--- config.mk ---
export PLATFORM = sky130hd
export DESIGN_NAME = vram_write_sched_flat
export DESIGN_NICKNAME = d
export VERILOG_FILES = /design/src/rtl/vram_write_sched_if.sv /design/src/rtl/vram_write_sched.sv /design/src/flat_wrapper.sv
export SDC_FILE = /design/constraint.sdc
export NUM_CORES = 1
export LEC_CHECK = 0
export ABC_AREA = 1
export BUFFER_PORTS_ARGS = -buffer_cell sky130_fd_sc_hd__buf_2
export CAP_MARGIN = 20
export CORE_ASPECT_RATIO = 1.1
export CORE_MARGIN = 2
export CORE_UTILIZATION = 60
export DETAILED_ROUTE_END_ITERATION = 6
export PLACE_DENSITY = 0.82
export SETUP_SLACK_MARGIN = 0.02
export SKIP_CTS_REPAIR_TIMING = 1
export SLEW_MARGIN = 20
export SYNTH_ARGS = -nofsm -noshare
export SYNTH_HDL_FRONTEND = slang
export SYNTH_SLANG_ARGS = --single-unit
export TNS_END_PERCENT = 5
--- constraint.sdc ---
create_clock -name clk -period 3.6 [get_ports clk]
set_clock_uncertainty 0.15 [all_clocks]
set_input_delay 0 -clock clk [delete_from_list [all_inputs] [get_ports clk]]
set_output_delay 0 -clock clk [all_outputs]
set_load 0.01 [all_outputs]
--- src/rtl/vram_write_sched_if.sv ---
// Bundle of CPU write port, HDMI timing inputs and picture-memory write strobes
// for vram_write_sched; slave = the scheduler, master = the CPU/video side.
interface vram_write_sched_if #(
   parameter int FIFO_DEPTH = 4
);
   localparam int CNT_W = $clog2(FIFO_DEPTH) + 1;

   logic             cpu_req;
   logic [15:0]      cpu_addr;
   logic [11:0]      cpu_data;
   logic             cpu_ready;
   logic             vid_de;
   logic             vid_vs;
   logic             wr_tile_en;
   logic [13:0]      wr_tile_addr;
   logic [3:0]       wr_tile_data;
   logic             wr_map_en;
   logic [8:0]       wr_map_addr;
   logic [5:0]       wr_map_data;
   logic             wr_pal_en;
   logic [3:0]       wr_pal_addr;
   logic [11:0]      wr_pal_data;
   logic             err;
   logic [CNT_W-1:0] pending;
   logic [7:0]       frame_cnt;

   modport master (
      output cpu_req, cpu_addr, cpu_data, vid_de, vid_vs,
      input  cpu_ready, wr_tile_en, wr_tile_addr, wr_tile_data,
             wr_map_en, wr_map_addr, wr_map_data,
             wr_pal_en, wr_pal_addr, wr_pal_data, err, pending, frame_cnt
   );

   modport slave (
      input  cpu_req, cpu_addr, cpu_data, vid_de, vid_vs,
      output cpu_ready, wr_tile_en, wr_tile_addr, wr_tile_data,
             wr_map_en, wr_map_addr, wr_map_data,
             wr_pal_en, wr_pal_addr, wr_pal_data, err, pending, frame_cnt
   );
endinterface

--- src/rtl/vram_write_sched.sv ---
// Buffers CPU writes to palette / tile definitions / tile map and commits one per clock.
// Define VRAM_BLANK_ONLY_EN to restrict commits to blanking (vid_de = 0).
module vram_write_sched #(
   parameter int FIFO_DEPTH = 4
) (
   input  logic              clk,
   input  logic              resetn,
   vram_write_sched_if.slave bus
);
   localparam int PTR_W = $clog2(FIFO_DEPTH);
   localparam int CNT_W = PTR_W + 1;

   localparam logic [1:0] ST_IDLE  = 2'd0;
   localparam logic [1:0] ST_HOLD  = 2'd1;
   localparam logic [1:0] ST_DRAIN = 2'd2;

   localparam logic [1:0] RG_TILE = 2'd0;
   localparam logic [1:0] RG_MAP  = 2'd1;
   localparam logic [1:0] RG_PAL  = 2'd2;
   localparam logic [1:0] RG_MISS = 2'd3;

   typedef struct packed {
      logic [1:0]  region;
      logic [13:0] addr;
      logic [11:0] data;
   } entry_t;

   entry_t           fifo_q [FIFO_DEPTH];
   entry_t           fifo_d [FIFO_DEPTH];
   logic [PTR_W-1:0] wptr_q, wptr_d, rptr_q, rptr_d;
   logic [CNT_W-1:0] cnt_q, cnt_d;
   logic [1:0]       state_q, state_d;
   logic             tile_en_q, tile_en_d, map_en_q, map_en_d, pal_en_q, pal_en_d;
   logic [13:0]      tile_addr_q, tile_addr_d;
   logic [3:0]       tile_data_q, tile_data_d;
   logic [8:0]       map_addr_q, map_addr_d;
   logic [5:0]       map_data_q, map_data_d;
   logic [3:0]       pal_addr_q, pal_addr_d;
   logic [11:0]      pal_data_q, pal_data_d;
   logic             err_q, err_d, vs_q, vs_d;
   logic [7:0]       frame_q, frame_d;

   logic   permit, ready, accept, push, pop;
   entry_t in_e, head;

`ifdef VRAM_BLANK_ONLY_EN
   assign permit = !bus.vid_de;
`else
   logic vid_de_unused;
   assign permit        = 1'b1;
   assign vid_de_unused = bus.vid_de;
`endif

   // Map window base 0x4000 has zero low bits, so the local index is addr[8:0].
   always_comb begin
      in_e        = '0;
      in_e.region = RG_MISS;
      if (bus.cpu_addr[15:14] == 2'b00) begin
         in_e.region = RG_TILE;
         in_e.addr   = bus.cpu_addr[13:0];
         in_e.data   = {8'h00, bus.cpu_data[3:0]};
      end else if (bus.cpu_addr >= 16'h4000 && bus.cpu_addr <= 16'h412B) begin
         in_e.region = RG_MAP;
         in_e.addr   = {5'd0, bus.cpu_addr[8:0]};
         in_e.data   = {6'h00, bus.cpu_data[5:0]};
      end else if (bus.cpu_addr[15:4] == 12'h420) begin
         in_e.region = RG_PAL;
         in_e.addr   = {10'd0, bus.cpu_addr[3:0]};
         in_e.data   = bus.cpu_data;
      end
   end

   assign ready  = (cnt_q != CNT_W'(FIFO_DEPTH));
   assign accept = bus.cpu_req && ready;
   assign push   = accept && (in_e.region != RG_MISS);
   assign pop    = (state_q != ST_IDLE) && permit;
   assign head   = fifo_q[rptr_q];

   always_comb begin
      fifo_d      = fifo_q;
      wptr_d      = wptr_q;
      rptr_d      = rptr_q;
      tile_en_d   = 1'b0;
      map_en_d    = 1'b0;
      pal_en_d    = 1'b0;
      tile_addr_d = tile_addr_q;
      tile_data_d = tile_data_q;
      map_addr_d  = map_addr_q;
      map_data_d  = map_data_q;
      pal_addr_d  = pal_addr_q;
      pal_data_d  = pal_data_q;
      if (push) begin
         fifo_d[wptr_q] = in_e;
         wptr_d         = wptr_q + PTR_W'(1);
      end
      if (pop) begin
         rptr_d = rptr_q + PTR_W'(1);
         case (head.region)
            RG_TILE: begin
               tile_en_d   = 1'b1;
               tile_addr_d = head.addr;
               tile_data_d = head.data[3:0];
            end
            RG_MAP: begin
               map_en_d   = 1'b1;
               map_addr_d = head.addr[8:0];
               map_data_d = head.data[5:0];
            end
            RG_PAL: begin
               pal_en_d   = 1'b1;
               pal_addr_d = head.addr[3:0];
               pal_data_d = head.data;
            end
            default: ;
         endcase
      end
      cnt_d = cnt_q + CNT_W'(push) - CNT_W'(pop);
      if (cnt_d == '0)  state_d = ST_IDLE;
      else if (permit)  state_d = ST_DRAIN;
      else              state_d = ST_HOLD;
      err_d   = accept && (in_e.region == RG_MISS);
      vs_d    = bus.vid_vs;
      frame_d = frame_q + 8'(bus.vid_vs && !vs_q);
   end

   always_ff @(posedge clk or negedge resetn) begin
      if (!resetn) begin
         for (int i = 0; i < FIFO_DEPTH; i++) fifo_q[i] <= '0;
         wptr_q      <= '0;
         rptr_q      <= '0;
         cnt_q       <= '0;
         state_q     <= ST_IDLE;
         tile_en_q   <= 1'b0;
         map_en_q    <= 1'b0;
         pal_en_q    <= 1'b0;
         tile_addr_q <= '0;
         tile_data_q <= '0;
         map_addr_q  <= '0;
         map_data_q  <= '0;
         pal_addr_q  <= '0;
         pal_data_q  <= '0;
         err_q       <= 1'b0;
         vs_q        <= 1'b0;
         frame_q     <= '0;
      end else begin
         fifo_q      <= fifo_d;
         wptr_q      <= wptr_d;
         rptr_q      <= rptr_d;
         cnt_q       <= cnt_d;
         state_q     <= state_d;
         tile_en_q   <= tile_en_d;
         map_en_q    <= map_en_d;
         pal_en_q    <= pal_en_d;
         tile_addr_q <= tile_addr_d;
         tile_data_q <= tile_data_d;
         map_addr_q  <= map_addr_d;
         map_data_q  <= map_data_d;
         pal_addr_q  <= pal_addr_d;
         pal_data_q  <= pal_data_d;
         err_q       <= err_d;
         vs_q        <= vs_d;
         frame_q     <= frame_d;
      end
   end

   assign bus.cpu_ready    = ready;
   assign bus.wr_tile_en   = tile_en_q;
   assign bus.wr_tile_addr = tile_addr_q;
   assign bus.wr_tile_data = tile_data_q;
   assign bus.wr_map_en    = map_en_q;
   assign bus.wr_map_addr  = map_addr_q;
   assign bus.wr_map_data  = map_data_q;
   assign bus.wr_pal_en    = pal_en_q;
   assign bus.wr_pal_addr  = pal_addr_q;
   assign bus.wr_pal_data  = pal_data_q;
   assign bus.err          = err_q;
   assign bus.pending      = cnt_q;
   assign bus.frame_cnt    = frame_q;
endmodule

--- src/flat_wrapper.sv ---
// flat-port wrapper written by rule: the top's interface ports become plain ports
module vram_write_sched_flat 
#(
   parameter int FIFO_DEPTH = 4
)
  (clk, resetn, bus_cpu_req, bus_cpu_addr, bus_cpu_data, bus_vid_de, bus_vid_vs, bus_cpu_ready, bus_wr_tile_en, bus_wr_tile_addr, bus_wr_tile_data, bus_wr_map_en, bus_wr_map_addr, bus_wr_map_data, bus_wr_pal_en, bus_wr_pal_addr, bus_wr_pal_data, bus_err, bus_pending, bus_frame_cnt);
  vram_write_sched_if #(.FIFO_DEPTH(FIFO_DEPTH)) bus_i ();
  input  logic clk;
  input  logic resetn;
  input wire logic [$bits(bus_i.cpu_req)-1:0] bus_cpu_req;
  input wire logic [$bits(bus_i.cpu_addr)-1:0] bus_cpu_addr;
  input wire logic [$bits(bus_i.cpu_data)-1:0] bus_cpu_data;
  input wire logic [$bits(bus_i.vid_de)-1:0] bus_vid_de;
  input wire logic [$bits(bus_i.vid_vs)-1:0] bus_vid_vs;
  output wire logic [$bits(bus_i.cpu_ready)-1:0] bus_cpu_ready;
  output wire logic [$bits(bus_i.wr_tile_en)-1:0] bus_wr_tile_en;
  output wire logic [$bits(bus_i.wr_tile_addr)-1:0] bus_wr_tile_addr;
  output wire logic [$bits(bus_i.wr_tile_data)-1:0] bus_wr_tile_data;
  output wire logic [$bits(bus_i.wr_map_en)-1:0] bus_wr_map_en;
  output wire logic [$bits(bus_i.wr_map_addr)-1:0] bus_wr_map_addr;
  output wire logic [$bits(bus_i.wr_map_data)-1:0] bus_wr_map_data;
  output wire logic [$bits(bus_i.wr_pal_en)-1:0] bus_wr_pal_en;
  output wire logic [$bits(bus_i.wr_pal_addr)-1:0] bus_wr_pal_addr;
  output wire logic [$bits(bus_i.wr_pal_data)-1:0] bus_wr_pal_data;
  output wire logic [$bits(bus_i.err)-1:0] bus_err;
  output wire logic [$bits(bus_i.pending)-1:0] bus_pending;
  output wire logic [$bits(bus_i.frame_cnt)-1:0] bus_frame_cnt;
  assign bus_i.cpu_req = bus_cpu_req;
  assign bus_i.cpu_addr = bus_cpu_addr;
  assign bus_i.cpu_data = bus_cpu_data;
  assign bus_i.vid_de = bus_vid_de;
  assign bus_i.vid_vs = bus_vid_vs;
  assign bus_cpu_ready = bus_i.cpu_ready;
  assign bus_wr_tile_en = bus_i.wr_tile_en;
  assign bus_wr_tile_addr = bus_i.wr_tile_addr;
  assign bus_wr_tile_data = bus_i.wr_tile_data;
  assign bus_wr_map_en = bus_i.wr_map_en;
  assign bus_wr_map_addr = bus_i.wr_map_addr;
  assign bus_wr_map_data = bus_i.wr_map_data;
  assign bus_wr_pal_en = bus_i.wr_pal_en;
  assign bus_wr_pal_addr = bus_i.wr_pal_addr;
  assign bus_wr_pal_data = bus_i.wr_pal_data;
  assign bus_err = bus_i.err;
  assign bus_pending = bus_i.pending;
  assign bus_frame_cnt = bus_i.frame_cnt;
  vram_write_sched #(.FIFO_DEPTH(FIFO_DEPTH)) u_core (.clk(clk), .resetn(resetn), .bus(bus_i));
endmodule
After elaboration in Yosys (flattened, before gate mapping)
Cells that the tools add are included.

operators by class
  $add $sub $neg = 5
  $lt $le $gt $ge = 5
  equality and inequality tests = 6
  mux-type cells = 16
  bitwise operators = 2
  reductions and logical operators = 14

operators with widths
  cell                  count
  $mux 28               5
  $bwmux 112            1
  $bmux 28 s2           1
  $demux 28 s2          1
  $mux 27               1
  $ge 16x15->1 const B  1
  $le 16x15->1 const B  1
  $eq 12x11->1 const B  1
  $add 8x1->8           1
  $ge 3x3->1 const B    2
  $logic_and 1x1->1     6
  $mux 1                6
  $not 2->3             2
  $reduce_and 2->1      3
  $add 2x1->2 const B   2
  $eq 2x2->1 const B    2
  $logic_not 2->1       2
  $add 3x1->3           1
  $logic_not 3->1       1
  $lt 3x1->1 const B    1
  $ne 3x3->1 const B    1
  $sub 3x1->3           1
  $eq 2x1->1 const B    1
  $mux 2                1
  3 further kinds       3

word-level totals
  flip-flop bits (word level) = 183
  input bits = 33
  output and inout port bits = 65
  word-level logic and storage cells = 76

Logic depth before layout (Yosys ltp)
  depth in word-level cells = 10
  mapped depth = 14

Worst setup path after synthesis
Ideal clock, no wire load.

  path kind = register -> register
  from = register u_core.cnt_q[1] (netlist: u_core.bus.pending[1])
  to = register u_core.state_q[1]
  library setup time = 131 ps
  arrival = 2,074 ps
  required time = 3,319 ps
  slack = 1,245 ps
  cell stages (with the launch flop) = 12
  buffers on the path = 0
  clock period less this slack = 2,355 ps
  cells stage by stage = dfrtp_1 nor2_1 nand2_1 nand2_1 inv_1 nand2_1 inv_1 ha_1 inv_1 fa_1 inv_1 or3_1

between the ends
  longest elaborated chain between the ends = 7

RTL lines
  element                 RTL line                 source
  from (decl)             vram_write_sched.sv:31   logic [CNT_W-1:0] cnt_q, cnt_d;
  from (signal assigned)  vram_write_sched.sv:149  cnt_q <= cnt_d;
  $ne 3x3->1              vram_write_sched.sv:73   assign ready = (cnt_q != CNT_W'(FIFO_DEPTH));
  via bus_cpu_ready       flat_wrapper.sv:15       output wire logic [$bits(bus_i.cpu_ready)-1:0] bus_cpu_ready;
  $logic_and 1x1->1       vram_write_sched.sv:74   assign accept = bus.cpu_req && ready;
  $logic_and 1x1->1       vram_write_sched.sv:75   assign push = accept && (in_e.region != RG_MISS);
  via u_core.push         vram_write_sched.sv:43   logic permit, ready, accept, push, pop;
  $add 3x1->3             vram_write_sched.sv:117  cnt_d = cnt_q + CNT_W'(push) - CNT_W'(pop);
  $sub 3x1->3             vram_write_sched.sv:117
  via u_core.cnt_d[1]     vram_write_sched.sv:31
  $logic_not 3->1         vram_write_sched.sv:118  if (cnt_d == '0) state_d = ST_IDLE;
  $mux 2                  vram_write_sched.sv:118
  via u_core.state_d[1]   vram_write_sched.sv:32   logic [1:0] state_q, state_d;
  to (signal assigned)    vram_write_sched.sv:150  state_q <= state_d;
  to (decl)               vram_write_sched.sv:32

The timed path passes the listed nets, and every way through them passes these cells.
A chain may end at the register's enable or synchronous reset.

Worst setup path in the final report
  from = register u_core.rptr_q[0]
  to = register u_core.pal_data_q[1] (netlist: u_core.bus.wr_pal_data[1])

between the ends
  longest elaborated chain between the ends = 6

RTL lines
  element                                         RTL line                 source
  from (decl)                                     vram_write_sched.sv:30   logic [PTR_W-1:0] wptr_q, wptr_d, rptr_q, rptr_d;
  from (signal assigned)                          vram_write_sched.sv:148  rptr_q <= rptr_d;
  $not 2->3 (not written as such) (*)             vram_write_sched.sv:77   assign head = fifo_q[rptr_q];
  $bmux 28 s2 (*)                                 vram_write_sched.sv:77
  $mux 28 (not written as such) (*) (2 in a row)  vram_write_sched.sv:77
  $eq 2x2->1                                      vram_write_sched.sv:98   case (head.region)
  $reduce_and 2->1 (no source line)               -
  to (signal assigned)                            vram_write_sched.sv:159  pal_data_q <= pal_data_d;
  to (decl)                                       vram_write_sched.sv:39   logic [11:0] pal_data_q, pal_data_d;

Every way passes the cells marked *; elsewhere a longest branch is shown, timed or not. The select of a mux whose other input is x is not followed.

==> results.md <==
### Outcome
* complete, but fails checks — result of the run
* negative hold slack — violations in the final reports

### Yosys
* 8230 µm² — cell area after synthesis
* 55.3% — share of the synthesized area in the top cell type
* dfrtp_1 55%, nand2_1 13%, o21ai_2 7.4% — biggest area contributors in the synthesized netlist
* 182 — #FFs+latches synth
* 0 — Synth Warn #
* 890 — number of cells produced by synthesis
* 55.3% — part of the Yosys area used for sequential elements
* 932 — Post-Syn Nets
* dfrtp_1 — dominant cell type by area after synthesis
* 32 — post-synth cell types
* 9.25 µm² — Syn Area/Cell

### CTS
* 2 — maximum count of clock buffers along a single path
* 182 — total number of clock tree sinks
* done — TritonCTS clock tree
* 0.44 ns — clock latency on the worst-skew pair
* 4 — maximum level of the CTS H-tree
* clkbuf_16 — buffer cell driving the clock tree root
* 0.07 ns — clock-pin slew reported for the worst setup and hold paths after clock tree synthesis
* 17 — TritonCTS buffer count

### Final layout
* 290 x nand2_1, 182 x dfrtp_1, 95 x buf_2, 74 x o21ai_0, 72 x nor2_1 — commonest non-fill, non-tap cells in the layout
* nand2_1 — leading cell type in the layout, fill and taps excluded
* 16.0% — Area growth, synth to finish
* 1036 — final net count
* 22.5% — proportion of layout cells with a drive suffix above 1
* 1029 — Filler Cells Inserted
* 1192 — non-filler cells in the finished layout

### STA
* false — RSZ-0062 raised after global routing
* 0 — Final Setup Violations
* 50.3% — Slew Limit Headroom
* 0.745 ns — Tightest Pin Transition
* -0.0273 ns — hold slack final
* 0 — number of max-slew violations in the final report
* 67 — number of hold-slack violations in the final timing report
* 0.357 GHz — f_max
* 77.7% — Tcrit/Tclk final
* 0 ns — Setup Total Neg Slack
* 2.80 ns — minimum period implied by the final worst setup slack

### Drt
* 15.8 µm — per-cell routed wire length
* 0 — DRC
* 6588 — routed vias
* 5.53 — Avg Vias per Cell
* 0 — Antenna Nets Post-Route
* 716 — DR iter-0 viols
* 5 — number of iterations in the first detailed-routing pass
* 18800 µm — wire length after detailed routing

### Critical path
* dfrtp_1 — standard cell with the maximum stage delay on the critical path
* inv_2 -> nand2_1 -> a32o_1 -> buf_4 -> nand4_4 -> inv_4 -> nand2_1 -> nand2_1 — cell breakdown of the critical path
* 25 — Worst Path Max Fanout
* nand2_1 — Critical Path Most Common Cell
* 3.82 ns — WP data required
* flop — CP startpoint kind
* flop to flop — Crit Path Category
* 3.02 ns — Critical Path AT
* 0.79 ns — delay of the slowest cell on the worst path
* flop — capturing element type of the critical path

### Place
* 11500 µm — HPWL after detailed placement
* 0.801 — final weighted congestion in routability-driven placement
* 96 — number of I/O port buffers
* 1130 — cell total after placement

### Flow run
* 0 — number of maximum-capacitance constraint violations

### Power
* 4.76 nW — leak pwr
* 8.36 mW — Final Total Pwr
* 875 nW/µm² — cell area power density
* 0.409 mV — worst-case vdd ir drop

### Global routing
* 0 — number of antenna violations at the first check in global routing
* 120 — largest net degree at the start of global routing
* 0 — total global routing overflow
* 6155 — via count of the first global-routing pass
* 26.5% — total routing resource utilization after global routing
* 30300 µm — wire length of the first global-routing pass

### Floorplanning
* 98 — io pins
* 61.8% — starting utilization of the core area
* 116 µm — Die Span X
* 13300 µm² — core area
* 127 µm — Die Span Y
* 44 — placement row count
* 14700 µm² — DIE AREA

### Min path
* input pin to async pin — worst min path class

state kept, by name (all words and copies together), names as in the netlist:
register / count
u_core.bus.wr_map_addr: 9
u_core.wptr_q: 2
u_core.bus.wr_tile_addr: 14
u_core.bus.wr_tile_data: 4
u_core.state_q: 1
u_core.bus.wr_tile_en: 1
u_core.vs_q: 1
u_core.bus.wr_map_data: 6
u_core.rptr_q: 2
u_core.bus.wr_pal_data: 12
u_core.bus.wr_pal_addr: 4
u_core.bus.wr_map_en: 1
u_core.bus.wr_pal_en: 1
u_core.fifo_q: 112
u_core.bus.pending: 3
u_core.bus.err: 1
u_core.bus.frame_cnt: 8
layout make-up:
| cell class | instances | area (µm²) | share of cell area, % |
|---|---|---|---|
| Timing Repair Buffer | 136 | 885 | 9.26 |
| Clock inverter | 12 | 153 | 1.60 |
| Tap cell | 184 | 230 | 2.41 |
| Multi-Input combinational cell | 621 | 3140 | 32.9 |
| Inverter | 36 | 140 | 1.47 |
| Sequential cell | 182 | 4550 | 47.7 |
| Clock buffer | 20 | 447 | 4.68 |
| Antenna cell | 1 | 2.50 | 0.0262 |
final timing paths:
check,cells after the start,endpoint,slack [ns],startpoint
max in group asynchronous,3,u_core.rptr_q[0],2.29,resetn
worst min register to register,2,u_core.bus.wr_tile_data[3],0.32,u_core.bus.wr_tile_data[3]
worst max register to register,8,u_core.bus.wr_pal_data[1],0.80,u_core.rptr_q[0]
worst min-delay path,2,u_core.bus.wr_map_addr[3],-0.03,resetn
min in group clk,4,u_core.fifo_q[81],-0.01,bus_cpu_addr[15]
worst max-delay path,8,u_core.bus.wr_pal_data[1],0.80,u_core.rptr_q[0]
critical path: cells and delay by family (launching register included):
kind / cells / cell delay [ns]
AND/OR/NAND/NOR: 4 / 0.68
buffers and inverters: 3 / 0.95
AO/OA/AOI/OAI: 1 / 0.17
flip-flops: 1 / 0.79
cell usage after synthesis, drive strengths merged:
cell type and instances:
a21oi 2, fa 1, nand3 20, nand2 291
nor2 73, o21ai 181, clkbuf 15, a32o 1
nand4 1, or3 1, nor3 3, buf 36
inv 36, xnor2 3, ha 8, xor2 8
o22ai 26, or2 1, dfrtp 182, nor4 1
kinds of logic (layout without fill, tap and decap cells):
kind of cell,after synthesis,count (layout),share of synthesized area [%]
adder cells (fa/ha/maj),9,9,1.46
flip-flops,182,182,55.3
AO/OA/AOI/OAI,210,210,16.4
buffers and inverters,87,204,6.52
AND/OR/NAND/NOR,391,391,19.1
XOR/XNOR,11,11,1.17
other,0,1,0
metal layers:
layer	GRT usage, %	wire length, µm
met1	35.8	8090
met2	42.9	9420
met3	6.26	965
met4	7.98	330
met5	0	0
where the power goes:
part           internal [mW]  switching (mW)
sequential              2.78           0.440
combinational           1.12            2.14
clock                   1.11           0.779
total                   5.01            3.36
through the flow:
| step | setup slack, ns | utilization [%] | cell area (µm²) |
|---|---|---|---|
| 3_3_place_gp | 0.849 | 65.0 | 8660 |
| 6_report | 0.802 | 71.7 | 9550 |
| 4_1_cts | 0.807 | 69.5 | 9260 |
| 3_5_place_dp | 0.838 | 65.0 | 8660 |
| 2_1_floorplan | 1.24 | - | 8230 |
| 5_1_grt | 0.623 | 71.7 | 9550 |
Power figures use the tool's default switching activity.
